### src/rtl/app_div_seq_pkg.sv
// Shared types and constants for the Mitchell approximate divider (app_div_seq).
package app_div_seq_pkg;
  typedef logic [31:0] scalar_t;

  typedef enum logic [2:0] {IDLE, NORM, SUB, SCALE, DONE} app_div_state_t;

  localparam int APP_DIV_FRAC_W = 15;

  // Q16.16 saturation results used for divide-by-zero
  localparam scalar_t Q_SAT_UMAX = 32'hFFFF_FFFF;
  localparam scalar_t Q_SAT_SMAX = 32'h7FFF_FFFF;
  localparam scalar_t Q_SAT_SMIN = 32'h8000_0000;

  typedef struct packed {
    logic        sign;
    logic [15:0] dividend;
    logic [15:0] divisor;
  } app_div_req_t;
endpackage

### src/rtl/app_lod16.sv
// 16-bit leading-one detector with left-aligned fraction (bits below the leading one).
module app_lod16
  import app_div_seq_pkg::*;
(
  input  logic [15:0]               val,
  output logic [3:0]                pos,
  output logic [APP_DIV_FRAC_W-1:0] frac
);
  always_comb begin
    pos = '0;
    for (int i = 0; i < 16; i++)
      if (val[i]) pos = 4'(i);
  end

  // shifting the leading one into bit 15 leaves the fraction in bits 14:0
  assign frac = APP_DIV_FRAC_W'(val << (4'd15 - pos));
endmodule

### config.mk
export PLATFORM = sky130hd
export DESIGN_NAME = app_lod16
export DESIGN_NICKNAME = d
export VERILOG_FILES = /design/src/rtl/app_div_seq_pkg.sv /design/src/rtl/app_lod16.sv
export SDC_FILE = /design/constraint.sdc
export NUM_CORES = 1
export LEC_CHECK = 0
export CELL_PAD_IN_SITES_DETAIL_PLACEMENT = 1
export CELL_PAD_IN_SITES_GLOBAL_PLACEMENT = 2
export CORE_ASPECT_RATIO = 1.25
export CORE_MARGIN = 2
export CORE_UTILIZATION = 38
export DETAILED_ROUTE_END_ITERATION = 7
export DONT_BUFFER_PORTS = 1
export PLACE_DENSITY = 0.95
export SLEW_MARGIN = 0
export SYNTH_ARGS = -nofsm -noshare
export SYNTH_HDL_FRONTEND = slang
export SYNTH_SLANG_ARGS = --single-unit
### constraint.sdc
create_clock -name vclk -period 4.51
set_input_delay 0.6765 -clock vclk [all_inputs]
set_output_delay 0.6765 -clock vclk [all_outputs]
set_load 0.005 [all_outputs]
==> qor.yml, run 1 <==
fin_util: 0.389
cp.depth: 7
netlist_instances: 161
synthTopCellsByCount: "nor2_1, inv_1, nand2_1, o21ai_0, clkbuf_1"
fp.dieW_um: 51.3
ant_nets: 0
drc_errors: 0
tns_ps: 0
worstSetupStartpointType: "input port"
grt_setup_unrepaired: "false"
crit_chain: "nor2_1 > o311ai_1 > a211oi_2 > inv_1 > nand2_1 > o211ai_1 > a221oi_2"
synth_top_area_frac: 0.0754
max-vdd-ir-drop_mv: 0.0332
ios: 35
syn-num-nets: 177
core_um2: 2680
hp-class: "input port to output port"
synth.area.top_cells: "mux2i_1, nor2_1, o21ai_0, inv_1, nand3_1"
start_util: 0.396
grt_pass1_wl_um: 6520
min_period_over_period: 0.789
via_count: 1294
slew_violations: 0
seq_cell_count: 0
holdPathEnd: "frac[0]"
grt_max_degree: 20
ys_warn_count: 0
cp.required_ps: 3830
numPortBuffers: 0
critPathArrivalTime_ps: 2880
slew_headroom: 0.301
finalHoldViolations: 0
post-synth-top-area-cell: "mux2i_1"
tightestPinTransition_ps: 1050
setup_slack_ps: 951
setup_viol_count_final: 0
seq_area_um2: 0
track_usage: 0.251
cap_violations: 0
wl_per_cell_um: 22.0
post_cts_buffers: 0
grt_antenna_before_repair: 0
drt-total-wl_um: 4010
firstDrtPassIters: 4
grt-ovfl-total: 0
place_ws_ps: 998
dp_hpwl_um: 3030
die_h_um: 63.1
crit_buf_inv: 1
min-delay-start: "val[0]"
status: "finished clean"
nets: 166
cpMaxStageDelayCell: "a211oi_2"
slowest_delay_ps: 890
hold_buffers: 0
grt_pass1_vias: 1289
diodes: 0
startpoint: "val[10]"
clock_buffers: 0
fmax_mhz: 281
path_max_fanout: 16
synth_most_common_cell: "nor2_1"
worstSetupPathType: "input port to output port"
viasPerCell: 7.11
syn_area_um2: 1060
drive_gt1_frac: 0.0878
yosysSeqAreaShare: 0
synth_cell_types: 54
holdPathStages: 2
row_count: 21
crit_family: "compound AO/OA/AOI/OAI gates"
cts_resized: 0
routabilityCongestion: 0.915
p_per_area_nw_per_um2: 101
first_iter_violations: 53
die_area_um2: 3240
syn-mean-instance-area_um2: 6.60
area_growth_pct: -1.88
cp-end-kind: "output port"
min_period_ps: 3560
p_leak_nw: 0.360
-- logic make-up (layout without fill, tap and decap cells) --
family | after synthesis | after routing | share of synthesized area
AOI/OAI and AO/OA | 69 | 69 | 0.527
and+or+nand+nor | 57 | 57 | 0.273
buffers and inverters | 26 | 13 | 0.114
muxes | 9 | 9 | 0.0860
-- power by group --
| part | switching (W) | internal [W] | total (W) | leakage, nW |
|---|---|---|---|---|
| logic | 0.0000619 | 0.0000436 | 0.000106 | 0.360 |
| clock network | 0 | 0 | 0 | 0 |
| registers | 0 | 0 | 0 | 0 |
-- worst max-delay path by stage --
stage          endpoint
5_1_grt         frac[8]
3_5_place_dp    frac[8]
3_3_place_gp   frac[13]
2_1_floorplan  frac[11]
6_report        frac[8]
4_1_cts         frac[8]
-- through the flow --
stage,total power (W),std cells,hold WS [ps],instance area (um2)
3_3_place_gp,0.000102,182,1470,1040
4_1_cts,0.000105,182,1470,1040
2_1_floorplan,0.0000977,161,1450,1060
6_report,0.000106,182,1470,1040
5_1_grt,0.000116,182,1490,1040
3_5_place_dp,0.000105,182,1470,1040
-- layout by cell type, fill, tap and decap left out, types with 2 or more instances in the layout --
| master | synthesis | routed |
|---|---|---|
| nor2b_1 | 4 | 4 |
| a211o_1 | 3 | 3 |
| o31ai_2 | 2 | 2 |
| a22oi_1 | 5 | 5 |
| o221ai_1 | 2 | 2 |
| nand3_1 | 8 | 8 |
| o211ai_1 | 4 | 4 |
| nor3_1 | 3 | 3 |
| a21o_1 | 2 | 2 |
| nand2_1 | 10 | 10 |
| a21oi_1 | 7 | 7 |
| a32o_1 | 2 | 2 |
| a211oi_2 | 3 | 3 |
| or4_1 | 2 | 2 |
| o22ai_1 | 3 | 3 |
| a32oi_1 | 2 | 2 |
| nand3b_1 | 2 | 2 |
| o21ai_1 | 3 | 3 |
| o21ai_0 | 10 | 10 |
| nor2_1 | 17 | 17 |
| inv_1 | 11 | 11 |
| a221oi_2 | 2 | 2 |
| nand2b_1 | 3 | 3 |
| a221oi_1 | 4 | 4 |
| mux2i_1 | 8 | 8 |
-- routing by layer --
metal / vias up / part of all wire / wire, um / global-route usage
met5: - / 0 / 0 / 0
met3: 4 / 0.049 / 196 / 0.0213
li1: 604 / - / - / -
met4: 0 / 0.012 / 49 / 0.0625
met1: 637 / 0.42 / 1700 / 0.325
met2: 49 / 0.52 / 2070 / 0.440
-- cell type report --
type               instances  area (um2)
fillers                  365        1640
multi-input cells        135         947
inverters                 12        45.0
well taps                 34        42.5
repair buffers             1        7.51
(Power assumes the default switching activity.)
==> inputs of run 2 (changes only) <==
CORE_UTILIZATION = 36   (was 38)
PLACE_DENSITY = 0.92   (was 0.95)
clock period = 3.67 ns   (was 4.51 ns; I/O delays follow)
==> qor.yml, run 2 (same netlist as run 1, synthesis figures left out) <==
track_usage: 0.251
placed_cells: 186
fmax_mhz: 313
place_ws_ps: 494
start_util: 0.371
die_h_um: 64.7
core_um2: 2860
nets: 168
seq_area_um2: 0
grt_max_degree: 20
crit_chain: "inv_1 > a2111oi_4 > a21o_1 > o21ai_1 > or4_1 > o221ai_1 > o211ai_1"
p_per_area_nw_per_um2: 124
place_area_um2: 1060
dp_hpwl_um: 3130
seq_cell_count: 0
internal_power_w: 0.0000545
crit_family: "compound AO/OA/AOI/OAI gates"
cpMaxStageDelayCell: "a21o_1"
fillCellCount: 401
sequentialPowerShare: 0
p_sw_frac: 0.586
firstDrtPassIters: 4
crit_buf_inv: 1
row_count: 22
comb_power_share: 1.000
slew_headroom: 0.382
worstSetupStartpointType: "input port"
clock_buffers: 0
grt-ovfl-total: 0
slew_violations: 0
drive_gt1_frac: 0.100
numPortBuffers: 0
hold_slack_ps: 1220
min_period_ps: 3200
clkPwrFrac: 0
grt_pass1_wl_um: 6660
fin_area_um2: 1060
max-vdd-ir-drop_mv: 0.0375
grt_pass1_vias: 1314
critPathArrivalTime_ps: 2640
tightestPinTransition_ps: 920
stdcell_count: 186
cap_violations: 0
worstSetupPathType: "input port to output port"
wl_per_cell_um: 21.8
setup_slack_ps: 475
setup_viol_count_final: 0
routabilityCongestion: 0.923
ant_nets: 0
finalHoldViolations: 0
drt-total-wl_um: 4060
p_leak_nw: 0.370
final_common_cell: "nor2_1"
cp.required_ps: 3120
grt_antenna_before_repair: 0
die_area_um2: 3400
hold_buffers: 0
fp.dieW_um: 52.6
path_max_fanout: 19
drc_errors: 0
cts_resized: 0
ios: 35
status: "finished clean"
grt_setup_unrepaired: "false"
cp-end-kind: "output port"
post_cts_buffers: 0
via_count: 1313
switchingPower_w: 0.0000771
viasPerCell: 7.06
layout_common_cells: "nor2_1, inv_1, nand2_1, o21ai_0"
min_period_over_period: 0.871
first_iter_violations: 68
hp-class: "input port to output port"
area_growth_pct: -0.235
slowest_delay_ps: 630
diodes: 0
tns_ps: 0
[run 2: cell count changes in the layout (fill, tap and decap cells not counted)]
cell	delta
buf_4	+2
[run 2: per-layer routing]
metal / wire length, um / global-route usage / vias to the layer above
met5: 0 / 0 / -
met4: 95 / 0.0449 / 0
met3: 197 / 0.0138 / 7
met2: 2140 / 0.442 / 55
met1: 1630 / 0.333 / 649
li1: - / - / 602
[run 2: power by group through the flow]
| stage | clock network, W | logic [W] | registers [W] |
|---|---|---|---|
| after floorplan | 0 | 0.000120 | 0 |
| after global placement | 0 | 0.000125 | 0 |
| after detailed placement | 0 | 0.000130 | 0 |
| after CTS | 0 | 0.000131 | 0 |
| after global routing | 0 | 0.000144 | 0 |
| final | 0 | 0.000132 | 0 |
[run 2: cell type report]
type / count / area (um2) / share of cell area
multi-input cells: 135 / 947 / 0.894
repair buffers: 3 / 22.5 / 0.0213
inverters: 12 / 45.0 / 0.0425
well taps: 36 / 45.0 / 0.0425
[run 2: worst paths after layout]
path                start        to  cells after the start
hold / removal    val[14]    pos[0]                      1
setup / recovery   val[8]  frac[13]                      7
[run 2: stage by stage]
stage	util	power (W)
after floorplan	-	0.000120
after detailed placement	0.370	0.000130
final	0.370	0.000132
after CTS	0.370	0.000131
after global routing	0.370	0.000144
after global placement	0.370	0.000125
==> inputs of run 3 (changes only) <==
GPL_TIMING_DRIVEN = 1   (was not set)
==> results of run 3 <==
Final layout, timing and power as in run 2 (identical DEF).
